File: src/rtl/inst_fetch.sv
// rtl/inst_fetch.sv - instruction fetch with one outstanding request and 2-entry buffer
// Optional: define IF_STALL_CNT_EN to add the stall_cnt backpressure counter output.
module inst_fetch #(
    parameter int PC_STEP = 4
) (
    input  logic        clk,
    input  logic        rst,
    input  logic [7:0]  pc_cur,
    output logic [7:0]  pc_next,
    input  logic        stall,
    input  logic        redirect_valid,
    input  logic [7:0]  redirect_pc,
    output logic        imem_req,
    output logic [7:0]  imem_addr,
    input  logic        imem_rvalid,
    input  logic [31:0] imem_rdata,
    output logic        inst_valid,
    input  logic        inst_ready,
    output logic [31:0] inst_out,
    output logic [7:0]  inst_pc
`ifdef IF_STALL_CNT_EN
    ,
    output logic [15:0] stall_cnt
`endif
);

    typedef enum logic [1:0] {IDLE, WAIT, DROP} state_t;

    state_t      state, state_nxt;
    logic        pend_drop;
    logic [1:0]  count;
    logic        wr_ptr, rd_ptr;
    logic [31:0] buf_data [2];
    logic [7:0]  buf_pc   [2];
    logic [7:0]  req_addr;
    logic        issue, push, pop;

    // A response in WAIT always closes the request; redirect only decides whether it is kept.
    always_comb begin
        state_nxt = state;
        issue     = 1'b0;
        push      = 1'b0;
        case (state)
            IDLE: begin
                if (pend_drop) begin
                    state_nxt = DROP;
                end else if (!stall && !redirect_valid && count < 2'd2) begin
                    issue     = 1'b1;
                    state_nxt = WAIT;
                end
            end
            WAIT: begin
                if (imem_rvalid) begin
                    push      = !redirect_valid;
                    state_nxt = IDLE;
                end else if (redirect_valid) begin
                    state_nxt = DROP;
                end
            end
            DROP: begin
                if (imem_rvalid) begin
                    state_nxt = IDLE;
                end
            end
            default: state_nxt = IDLE;
        endcase
        if (rst) begin
            issue     = 1'b0;
            push      = 1'b0;
            state_nxt = IDLE;
        end
    end

    assign pop        = inst_valid && inst_ready && !redirect_valid;
    assign imem_req   = issue;
    assign imem_addr  = pc_cur;
    assign inst_valid = (count != 2'd0);
    assign inst_out   = buf_data[rd_ptr];
    assign inst_pc    = buf_pc[rd_ptr];

    always_comb begin
        pc_next = pc_cur;
        if (rst) begin
            pc_next = 8'h00;
        end else if (redirect_valid) begin
            pc_next = redirect_pc;
        end else if (issue) begin
            pc_next = pc_cur + 8'(PC_STEP);
        end
    end

    // pend_drop remembers a request abandoned by reset so its late response is swallowed.
    always_ff @(posedge clk) begin
        if (rst) begin
            pend_drop <= imem_rvalid ? 1'b0 : (pend_drop || state == WAIT || state == DROP);
        end else if (state == DROP && imem_rvalid) begin
            pend_drop <= 1'b0;
        end
    end

    always_ff @(posedge clk) begin
        if (rst) begin
            state    <= IDLE;
            count    <= 2'd0;
            wr_ptr   <= 1'b0;
            rd_ptr   <= 1'b0;
            req_addr <= 8'h00;
            for (int i = 0; i < 2; i++) begin
                buf_data[i] <= 32'h0;
                buf_pc[i]   <= 8'h00;
            end
        end else begin
            state <= state_nxt;
            if (issue) begin
                req_addr <= pc_cur;
            end
            if (redirect_valid) begin
                count  <= 2'd0;
                wr_ptr <= 1'b0;
                rd_ptr <= 1'b0;
            end else begin
                if (push) begin
                    buf_data[wr_ptr] <= imem_rdata;
                    buf_pc[wr_ptr]   <= req_addr;
                    wr_ptr           <= ~wr_ptr;
                end
                if (pop) begin
                    rd_ptr <= ~rd_ptr;
                end
                count <= count + {1'b0, push} - {1'b0, pop};
            end
        end
    end

`ifdef IF_STALL_CNT_EN
    always_ff @(posedge clk) begin
        if (rst) begin
            stall_cnt <= 16'h0000;
        end else if (inst_valid && !inst_ready && stall_cnt != 16'hFFFF) begin
            stall_cnt <= stall_cnt + 16'h0001;
        end
    end
`endif

endmodule

File: config.mk
export PLATFORM = sky130hd
export DESIGN_NAME = inst_fetch
export DESIGN_NICKNAME = d
export VERILOG_FILES = /design/src/rtl/inst_fetch.sv
export SDC_FILE = /design/constraint.sdc
export NUM_CORES = 1
export LEC_CHECK = 0
export BUFFER_PORTS_ARGS = -buffer_cell sky130_fd_sc_hd__buf_2
export CAP_MARGIN = 5
export CORE_UTILIZATION = 40
export DETAILED_ROUTE_END_ITERATION = 16
export PLACE_DENSITY = 0.59
export SYNTH_ARGS = -nofsm -noshare
export SYNTH_HDL_FRONTEND = slang
export SYNTH_SLANG_ARGS = --single-unit
File: constraint.sdc
create_clock -name clk -period 3.2 [get_ports clk]
set_clock_uncertainty 0.2 [all_clocks]
set_input_delay 0.32 -clock clk [delete_from_list [all_inputs] [get_ports clk]]
set_output_delay 0.32 -clock clk [all_outputs]
set_load 0.02 [all_outputs]
# Word-level counts from Yosys, hierarchy flattened
# Memories as Yosys holds them, arrays and structs flattened. A register that Yosys moved wholly into a read port is not among the register bits.
# Cells that the tools add are included.
[word_totals] word_cells=70 mem_bits_ro=0 ram_bits=80 output_inout_bits=58 input_bits=54 mem_count=2 reg_bits=15 latchBits=0
[mem_list] memory="buf_data" words=2 word_bits=32 read_ports=1 rd_ports_with_merged_regs=1 wr=2 line="33" source="logic [31:0] buf_data [2];"
[mem_list] memory="buf_pc" words=2 word_bits=8 read_ports=1 rd_ports_with_merged_regs=1 wr=2 line="34" source="logic [7:0] buf_pc [2];"
[classes] shift=0 add_sub_neg=3 reduce_logical=16 muxes=35 bitwise=2 eq_ne=5 mul=0 order_cmp=1 n_div=0
[op_table] operator="32-bit two-way mux" n=1
[op_table] operator="8-bit two-way mux" n=4
[op_table] operator="32-bit OR reduction" n=1
[op_table] operator="1-bit two-way mux" n=24
[op_table] operator="2-bit two-way mux" n=5
[op_table] operator="8-bit by 3-bit adder with 8-bit output (second input constant)" n=1
[op_table] operator="8-bit OR reduction" n=1
[op_table] operator="3-bit inequality test (second input constant)" n=2
[op_table] operator="2-bit case mux with 3 select lines" n=1
[op_table] operator="1-bit logical AND" n=5
[op_table] operator="2-bit nonzero test" n=2
[op_table] operator="3-bit AND reduction" n=1
[op_table] operator="2-bit by 1-bit adder with 2-bit output" n=1
[op_table] operator="2-bit by 1-bit == test with 1-bit output (second input constant)" n=1
[op_table] operator="2-bit == test (second input constant)" n=1
[op_table] operator="1-bit logical NOT" n=2
[op_table] operator="2-bit logical NOT" n=1
[op_table] operator="1-bit logical OR" n=2
[op_table] operator="2-bit less-than comparator (second input constant)" n=1
[op_table] operator="2-bit inequality test (second input constant)" n=1
[op_table] operator="1-bit NOT" n=2
[op_table] operator="2-bit OR reduction" n=1
[op_table] operator="2-bit by 1-bit subtractor with 2-bit output" n=1

# Logic depth before layout (Yosys ltp)
[logic_depth] word_depth=10 mapped_depth=10 ltp_nobuf=8

# Worst setup path before layout
# No wires, ideal clock.
[synth_path] path_kind="reg2out" start="register pend_drop" end="output pc_next[6]" arrival_time_ns=2.193 t_required_ns=2.680 path_slack_ns=0.487 n_path_buf=0 stages_incl_launch_ff=4 path_cell_list="edfxtp_1 -> nor4b_1 -> a211oi_1 -> a2111oi_0"
[synth_via] elab_chain_cells=6
[synth_lines] element="start, declared" line="30" source="logic pend_drop;"
[synth_lines] element="start signal, assigned" line="95" source="pend_drop <= imem_rvalid ? 1'b0 : (pend_drop || state == WAIT || state == DROP);"
[synth_lines] element="1-bit two-way mux" line="45" source="if (pend_drop) begin"
[synth_lines] element="1-bit two-way mux" line="43" source="case (state)"
[synth_lines] element="1-bit two-way mux" line="67" source="if (rst) begin"
[synth_lines] element="8-bit two-way mux" line="87" source="end else if (issue) begin"
[synth_lines] element="8-bit two-way mux" line="85" source="end else if (redirect_valid) begin"
[synth_lines] element="8-bit two-way mux" line="83" source="if (rst) begin"
[synth_lines] element="end, declared" line="9" source="output logic [7:0] pc_next,"
# Every way passes these cells.

# Worst setup path in the final report
[layout_path] start="register pend_drop" end="output pc_next[2]"
# Same word-level chain as after synthesis.

==> run metrics <==
status=finished clean; WL met1=~4 mm; I/O Pins=around 110; Skew-Pair Late Insertion Delay=0.33 ns; crit end category=primary output; Seq/Total Area, Yosys=between 60% and 70%; period utilization=a little under nine tenths; Setup Crit Path Kind=reg2out; Core Rows=38; fmax=363 MHz; die height=roughly 110 µm; Critical Path AT=2.23 ns; Die X=109 µm; Initial DRC Count=118; Antenna Nets Post-Route=0; dominant synthesized flop cell=edfxtp_1; CTS buffer count=9; post-route minimum period=2.75 ns; Tot Pwr=approximately 2800 µW; vias in the first global route=2865; layout cells sized above 1=between 40% and 50%; drc violations=0; Syn Area/Cell=around 13 µm²; DRT Wirelength=8.86 mm; Yosys reg bits=96; RD Place Congestion=0.753; Synth Instances=346; post-cts hold buffer count=0; crit path buf inv count=1; P_leak=0.00230 µW; Die ar.=about 12000 µm²; largest net degree at the start of global routing=between 40 and 50; CTS Sinks=96; cell family with most CP delay=simple AND/OR/NAND/NOR gates; Rel. slew slack=a little over half; MaxCap Viol Count=0; Highest Signal Layer=met4; leading cell types in the layout, fill and taps excluded=buf_2, and2_1, edfxtp_1; DR WL/cell=15.0 µm; # diodes=0; Worst path slowest cell=or4_1; antenna violations before repair=0; Worst Max-Slew Pin Slew=0.696 ns; fraction of registers with async set/reset=0%; Vias=between 2000 and 3000; CP cell instances=or4_1 -> or3_1 -> a311oi_1 -> buf_2; Sum Neg Setup Slack=0 ns; commonest non-fill, non-tap cell in the layout=buf_2; CP peak stage delay=0.64 ns; critical path fanouts, max=7; DP HPWL=5.81 mm; placed insts=576; nets@finish=around 500; Fillers=1004; Slew Limit Fails=0; Via density=4.90; total grt overflow=0; Synth Cell Area=about 4500 µm²; Final setup viols=0; Resized cells post-CTS=0; library cells used by synthesis=42; Syn Nets=403; startpoint types=flop; maximum vdd drop=0.214 mV; total core area=10900 µm²; CTS tree=done; Required @ worst endpoint=approximately 2.7 ns; effective utilization at floorplan=around two fifths; Post-synth EDFFs=between 80 and 90; met3 routed WL=474 µm; non-filler instance count after layout=592; Hold Path Class=in2reg; DRT Pass-1 Iters=4; RSZ-0062 raised after global routing=no; clk buf depth=2; P&R area growth vs syn=21.6%; Total GRT Usage=15.7%; power density cells=506 nW/µm²; wire length on met2=approximately 4.2 mm; CTS root buf=clkbuf_16; Synth Warn #=0; CTS clk-pin slew, worst paths=0.06 ns; Final Hold Vio Count=0; H-tree Lvls=3; post-CTS setup buffers=0; first-pass GRT wire length=14.0 mm; Port Buf Inserts=111
==> Yosys cell counts, types with 2 or more instances <==
| cell | n | area [µm²] |
|---|---|---|
| inv_1 | 6 | 22.5 |
| nor4_1 | 2 | 12.5 |
| buf_4 | 8 | 60.1 |
| nor3_1 | 4 | 20.0 |
| clkbuf_1 | 5 | 18.8 |
| buf_1 | 4 | 15.0 |
| o21ai_0 | 2 | 10.0 |
| dfxtp_1 | 15 | 300 |
| and4bb_2 | 2 | 25.0 |
| xor2_1 | 3 | 26.3 |
| mux2_2 | 41 | 462 |
| nand3b_1 | 2 | 15.0 |
| and2_1 | 83 | 519 |
| nor2_1 | 12 | 45.0 |
| clkbuf_2 | 9 | 45.0 |
| edfxtp_1 | 81 | 2430 |
| ha_1 | 3 | 37.5 |
| buf_2 | 2 | 10.0 |
| a311oi_1 | 2 | 17.5 |
| a211oi_1 | 3 | 22.5 |
| and2b_2 | 2 | 17.5 |
| nand2b_1 | 19 | 119 |
| or2_2 | 5 | 31.3 |
| mux2i_1 | 10 | 100 |
| a21oi_1 | 3 | 15.0 |
| a2111oi_0 | 2 | 17.5 |
==> cells by family after synthesis <==
logic type               count (synthesis)  synth area share, %
AO/OA/AOI/OAI                           18                 2.89
XOR/XNOR                                 4                0.771
adder cells (fa/ha/maj)                  3                0.826
buffers and inverters                   34                 3.77
flip-flops                              96                 60.1
multiplexers                            51                 12.4
AND/OR/NAND/NOR                        140                 19.2
==> path summary, 6_finish.rpt <==
check | start | end | slack [ns] | depth (start not counted)
worst max-delay path | pend_drop | pc_next[2] | 0.45 | 4
worst min-delay path | imem_rdata[17] | buf_data[0][17] | 0.07 | 2
worst max register to register | pend_drop | req_addr[4] | 1.12 | 3
worst min register to register | req_addr[3] | req_addr[3] | 0.27 | 2
==> report_power, final <==
| part | leakage [µW] | internal (µW) | switching (µW) |
|---|---|---|---|
| combinational | 0.00118 | 94.9 | 135 |
| clock | 0.000157 | 726 | 432 |
| sequential | 0.000958 | 1400 | 14.6 |
| total | 0.00230 | 2220 | 581 |
==> registers in the layout, indices dropped and copies added, names as in the netlist, named ones only <==
name       cells
buf_data      64
buf_pc        16
req_addr       8
count          2
state          2
pend_drop      1
rd_ptr         1
wr_ptr         1
==> area by class of cell <==
| type | instances | area (µm²) | share of cell area (%) |
|---|---|---|---|
| Clock buffer | 13 | 260 | 4.71 |
| Clock inverter | 3 | 63.8 | 1.15 |
| Inverter | 6 | 22.5 | 0.408 |
| Multi-Input combinational cell | 216 | 1650 | 29.9 |
| Sequential cell | 96 | 2730 | 49.5 |
| Tap cell | 140 | 175 | 3.17 |
| Timing Repair Buffer | 118 | 621 | 11.2 |
==> stage by stage <==
step / cell area (µm²) / hold WS (ns) / util [%] / setup WS (ns)
floorplan: 4540 / 0.252 / - / 0.487
global placement: 5200 / 0.264 / 47.6 / 0.804
detailed placement: 5200 / 0.269 / 47.6 / 0.812
CTS: 5530 / 0.0609 / 50.5 / 0.436
global route: 5530 / 0.0683 / 50.5 / 0.315
finish: 5530 / 0.0700 / 50.5 / 0.448
==> per-layer routing <==
layer | GRT usage, % | up-vias
met5 | 0 | -
met4 | 5.21 | 0
met3 | 3.38 | 13
met2 | 27.7 | 83
met1 | 18.8 | 1389
li1 | - | 1414
(Power assumes the default switching activity.)
